==> config.mk <==
export PLATFORM = sky130hd
export DESIGN_NAME = neuron_mac
export DESIGN_NICKNAME = d
export VERILOG_FILES = /design/src/rtl/neuron_mac.sv
export SDC_FILE = /design/constraint.sdc
export NUM_CORES = 2
export LEC_CHECK = 0
export CAP_MARGIN = 20
export CELL_PAD_IN_SITES_DETAIL_PLACEMENT = 1
export CELL_PAD_IN_SITES_GLOBAL_PLACEMENT = 2
export CORE_MARGIN = 2
export CORE_UTILIZATION = 43
export DETAILED_ROUTE_END_ITERATION = 8
export GPL_TIMING_DRIVEN = 1
export PLACE_DENSITY = 0.93
export SETUP_SLACK_MARGIN = 0.3
export SLEW_MARGIN = 40
export SYNTH_ARGS = -nofsm -noshare
export SYNTH_HDL_FRONTEND = slang
export SYNTH_SLANG_ARGS = --single-unit
==> constraint.sdc <==
create_clock -name clk -period 4.6 [get_ports clk]
set_clock_uncertainty 0.2 [all_clocks]
set_input_delay 0.92 -clock clk [delete_from_list [all_inputs] [get_ports clk]]
set_output_delay 0.92 -clock clk [all_outputs]
set_load 0.02 [all_outputs]
==> src/rtl/neuron_mac.sv <==
// neuron_mac: pipelined neuron (products, registered adder tree, bias+shift, ReLU/linear saturation); in: clk, rst_n, in_valid, in, weights, bias; out: out, out_valid
module neuron_mac #(
  parameter int N         = 64,
  parameter int IN_W      = 1,
  parameter int W_W       = 9,
  parameter int B_W       = 9,
  parameter int OUT_W     = 16,
  parameter int RELU      = 1,
  parameter int OUT_SHIFT = 0
) (
  input  logic                  clk,
  input  logic                  rst_n,
  input  logic                  in_valid,
  input  logic [N*IN_W-1:0]     in,
  input  logic [N*W_W-1:0]      weights,
  input  logic signed [B_W-1:0] bias,
  output logic [OUT_W-1:0]      out,
  output logic                  out_valid
);
  localparam int K = $clog2(N);
  localparam int NP = 1 << K;
  localparam int PW = IN_W + W_W + 1;
  localparam int ACC_W = IN_W + W_W + K + 2;
  localparam int SW = (ACC_W > B_W ? ACC_W : B_W) + 1;
  localparam int EW = SW > OUT_W + 2 ? SW : OUT_W + 2;
  localparam logic signed [EW-1:0] ONE = EW'(1);
  localparam logic signed [EW-1:0] HI = (ONE <<< (RELU != 0 ? OUT_W : OUT_W - 1)) - ONE;
  localparam logic signed [EW-1:0] LO = RELU != 0 ? '0 : -(ONE <<< (OUT_W - 1));
  logic signed [ACC_W-1:0] leaf [NP];
  logic signed [ACC_W-1:0] node_q [2*NP-1];
  logic signed [ACC_W-1:0] node_d [2*NP-1];
  logic signed [B_W-1:0]   bias_q [K+1];
  logic [K+1:0]            vld_q;
  logic signed [SW-1:0]    sum_d, s_d, s_q;
  logic signed [EW-1:0]    se;
  logic [OUT_W-1:0]        out_d, out_q;
  logic                    ovld_q;
  for (genvar i = 0; i < NP; i++) begin : g_leaf
    if (i < N) begin : g_p
      assign leaf[i] = ACC_W'(PW'($signed({1'b0, in[(i+1)*IN_W-1 -: IN_W]})) *
                              PW'($signed(weights[(i+1)*W_W-1 -: W_W])));
    end else begin : g_z
      assign leaf[i] = '0;
    end
  end
  always_comb begin
    for (int j = 0; j < NP - 1; j++) node_d[j] = node_q[2*j+1] + node_q[2*j+2];
    for (int j = 0; j < NP; j++) node_d[NP-1+j] = leaf[j];
  end
  assign sum_d = SW'(node_q[0]) + SW'(bias_q[K]);
  assign s_d   = sum_d >>> OUT_SHIFT;
  assign se    = EW'(s_q);
  assign out_d = se > HI ? OUT_W'(HI) : se < LO ? OUT_W'(LO) : OUT_W'(se);
  always_ff @(posedge clk or negedge rst_n) begin
    if (!rst_n) begin
      for (int j = 0; j < 2*NP-1; j++) node_q[j] <= '0;
      for (int j = 0; j <= K; j++) bias_q[j] <= '0;
      vld_q  <= '0;
      s_q    <= '0;
      out_q  <= '0;
      ovld_q <= 1'b0;
    end else begin
      node_q    <= node_d;
      bias_q[0] <= bias;
      for (int j = 1; j <= K; j++) bias_q[j] <= bias_q[j-1];
      vld_q  <= {vld_q[K:0], in_valid};
      s_q    <= s_d;
      out_q  <= out_d;
      ovld_q <= vld_q[K+1];
    end
  end
  assign out       = out_q;
  assign out_valid = ovld_q;
endmodule

Yosys cells after proc, flatten, opt, wreduce, memory -nomap -nowiden. Index checks and enable logic that the tools add are counted.

$lt $le $gt $ge: 2. $add $sub $neg: 64. Multiplexer cells: 2. Multipliers: 64.

Operator list (count): multiplier 2 x 9 -> 11 bit (64); adder 18 bit (31); adder 11 x 11 -> 12 bit (32); two-way mux 16 bit (2); adder 18 x 9 -> 19 bit (1); greater-than comparator 19 x 17 -> 1 bit (second input constant) (1); less-than comparator 19 x 1 -> 1 bit (second input constant) (1).

Input port bits: 652. Flip-flop bits (word level): 1945.

Depth between registers and ports, before layout.
Depth in word-level cells: 3. Gate-level depth with buffers: 10. Gate-level depth less buffers: 10.

Least setup slack after synthesis. No wires, ideal clock.

Path kind: flip-flop to flip-flop. Start point: register node_q[1584] (netlist name). End point: register node_q[1956] (netlist name). Clock period less this slack: 2.594 ns. Data required time: 4.271 ns. Library setup time: 0.129 ns. Path slack: 2.006 ns. Arrival: 2.265 ns. Cell stages (with the launch flop): 11. Cell sequence: dfrtp_1 > ha_1 > inv_1 > fa_1 > nor2b_1 > o21ai_0 > a21boi_0 > o221ai_1 > a2111oi_0 > o21a_1 > o31ai_1.

RTL lines: start, declared (line 30) `logic signed [ACC_W-1:0] node_q [2*NP-1];`; start signal, assigned (line 63) `node_q <= node_d;`.

==> flow_metrics.py <==
metrics = {
    "outcome": {
        "status": "complete, no violations",
    },
    "finish": {
        "layout.nets": 8759,
        "area_growth_syn_to_layout_pct": 21.8,
        "post_route_cells_drive_above_1_share": 0.0500,
        "fill_cells": 18100,
    },
    "die": {
        "rows": 153,
        "dieHeight_um": 422,
        "core_area_mm2": 0.174,
        "ios": 669,
        "die_x_um": 422,
        "dieArea_mm2": 0.178,
        "start_util": 0.433,
    },
    "clocking": {
        "cts_buffers": 176,
        "cts_tree": "yes",
        "cts_sinks": 1625,
        "insertion_delay_ps": 830,
        "post-cts-setup-buffers": 0,
        "path_clk_slew_ps": 60,
        "htreeDepth": 4,
        "cts_root_buf": "clkbuf_16",
        "clk_path_buf_depth": 3,
    },
    "sta": {
        "drv_slew": 0,
        "slew_headroom": 0.511,
        "rsz0062_at_grt": "no",
        "hold_viol_final": 0,
        "fin_crit_sh": 0.658,
        "setup_viol": 0,
        "period_minus_slack_ps": 3030,
        "setup_tns_ps": 0,
        "max_freq_ghz": 0.330,
        "hold_slack_ps": 144,
        "worst_slew_pin_slew_ps": 726,
    },
    "detailed_routing": {
        "vias": 50100,
        "drt-pass1-iter-count": 5,
        "route.detailed.drc": 0,
        "wirelength_um": 192000,
        "ant_nets": 0,
        "drt_iter0_markers": 2228,
        "post_drt_wl_per_cell_um": 19.7,
        "via_per_inst": 5.13,
    },
    "synth": {
        "synthMuxAreaShare": 0.000549,
        "ys_ff_latch": 1625,
        "synth_edf_count": 0,
        "yosysWarningCount": 0,
        "synthSimpleGateAreaFrac": 0.117,
        "synthesis.nets": 7884,
        "synth_compound_area_frac": 0.118,
        "synthFlopType": "dfrtp_1",
        "synth_common_cells": "dfrtp_1, ha_1, and2_1",
        "syn_inst": 6415,
        "yosys.area_share.xor_xnor": 0.0662,
        "synth_area_leaders": "dfrtp_1, ha_1, and2_1",
        "synth.top_cell.area_share": 0.540,
        "synth_top_area_cell": "dfrtp_1",
        "post-synth-top-count-cell": "dfrtp_1",
        "ys_seq_area_frac": 0.540,
        "synth_area_per_cell_um2": 11.7,
        "synth_cell_types": 75,
        "async_flop_share": 1.00,
        "netlist_area_mm2": 0.0752,
        "synthAdderAreaFrac": 0.142,
        "synth_top_family_by_area": "adder cells",
    },
    "power": {
        "power.share.clock": 0.260,
        "p_sw_frac": 0.362,
        "seqPwrFrac": 0.341,
        "ir_drop_uv": 306,
        "power.switching_w": 0.0209,
        "p_int_w": 0.0368,
        "power_density_mw_per_mm2": 629,
        "p_leak_nw": 43.1,
        "power_frac_comb": 0.400,
    },
    "setup_path": {
        "reg2reg_depth": 10,
        "worstReg2RegStart": "node_q[1620]",
        "cp-end-kind": "register",
        "critical_path_buf_inv_count": 1,
        "crit_path_start": "node_q[1620]",
        "cp_top_family": "compound AO/OA/AOI/OAI gates",
        "cp_cell_sequence": "ha_1, inv_1, fa_1, nor2b_1, o21ai_0, a21boi_0, o31ai_1, a2111oi_0, o21a_1, o31ai_1",
        "path_depth": 10,
        "start_kind": "register",
        "required_ps": 5080,
        "path_max_fanout": 4,
        "crit_top_cell": "o31ai_1",
        "crit_type": "register to register",
        "max_stage_delay_ps": 570,
        "crit_arrival_ps": 3510,
        "cpMaxStageDelayCell": "a2111oi_0",
    },
    "global_routing": {
        "overflow": 0,
        "grt_max_degree": 123,
        "grt_pass1_wl_um": 310000,
        "grt_pass1_vias": 57000,
        "grtUsageTotal": 0.219,
        "antenna_found_initial": 28,
    },
    "hold_path": {
        "hold_depth": 0,
        "hp-class": "register to register",
        "worstHoldStart": "bias_q[59]",
    },
    "placement": {
        "gp_congestion": 0.852,
        "portBuffers": 668,
        "dpl.hpwl_um": 146000,
    },
    "run": {
        "maxCapViolCount": 0,
    },
}
==> cell type report <==
cell class / count / area (µm²) / area share
Clock buffer: 260 / 5170 / 0.0565
Inverter: 290 / 1090 / 0.0119
Timing Repair Buffer: 715 / 7240 / 0.0790
Antenna cell: 16 / 40.0 / 0.000437
Sequential cell: 1625 / 40700 / 0.444
Clock inverter: 64 / 1080 / 0.0118
Multi-Input combinational cell: 4482 / 33400 / 0.365
Tap cell: 2325 / 2910 / 0.0318
==> per-layer routing <==
layer / up-vias / track usage / wire (µm)
li1: 23900 / - / -
met1: 25200 / 0.266 / 80300
met2: 746 / 0.392 / 99400
met3: 293 / 0.0316 / 6080
met4: 4 / 0.0786 / 6430
met5: - / 0 / 21
==> power by group through the flow <==
stage	clock network (W)	registers, W	logic [W]
floorplan	0	0.0189	0.0163
global placement	0	0.0198	0.0223
detailed placement	0	0.0199	0.0228
CTS	0.0154	0.0197	0.0232
global route	0.0160	0.0199	0.0258
finish	0.0150	0.0196	0.0230
==> registers in the layout, summed over array words and instances, names as in the netlist <==
signal     cells
vld_q          8
out_valid      1
node_q      1518
bias_q        63
s_q           19
out           16
==> worst register-to-register path: stages, from the launching register on <==
cell	delay (ps)
dfrtp_1	350
ha_1	180
inv_1	60
fa_1	400
nor2b_1	140
o21ai_0	120
a21boi_0	360
o31ai_1	170
a2111oi_0	570
o21a_1	260
o31ai_1	100
==> timing repair <==
item	4_1_cts	5_1_grt
hold endpoints to repair	93	0
hold buffers	1	0
gates resized for setup	0	0
==> path summary, 6_finish.rpt <==
check                               endpoint  slack (ps)
worst max-delay path            node_q[1978]        1570
worst min-delay path              bias_q[50]         140
worst max register to register  node_q[1978]        1570
worst min register to register    bias_q[50]         140
max in group asynchronous       node_q[1712]        2220
min in group asynchronous        node_q[309]         400
==> cell families after synthesis <==
| logic type | Yosys count |
|---|---|
| AOI/OAI and AO/OA | 1413 |
| and+or+nand+nor | 1679 |
| DFF | 1625 |
| muxes | 4 |
| buffers and inverters | 308 |
| xor gates and xnor gates | 569 |
| adders and majority gates | 817 |
==> layout by cell type, fill, tap and decap left out, drive strengths merged, types with 14 or more instances in the layout <==
cell	n
dfrtp	1625
ha	753
clkdlybuf4s50	667
and2	582
a21oi	451
xnor2	406
nor2	365
o21ai	340
inv	300
nand2	266
clkbuf	260
xor2	163
nand2b	142
a21o	128
nor3	97
o21bai	93
o21a	75
nor2b	66
fa	64
nand3	60
o31ai	59
buf	47
a211o	36
a21boi	32
a31oi	28
a211oi	27
o211ai	27
a2111oi	24
bufinv	22
clkinv	22
and3	17
diode	16
or3	14
==> through the flow <==
stage / setup WS [ps] / total power [W] / util / instances / cell area (µm²)
floorplan: 2010 / 0.0352 / - / 6415 / 75200
global placement: 1730 / 0.0421 / 0.491 / 9435 / 85300
detailed placement: 1630 / 0.0427 / 0.491 / 9435 / 85300
CTS: 1560 / 0.0583 / 0.527 / 9760 / 91600
global route: 1330 / 0.0617 / 0.527 / 9776 / 91600
finish: 1570 / 0.0577 / 0.527 / 9777 / 91600
(Power assumes the default switching activity.)
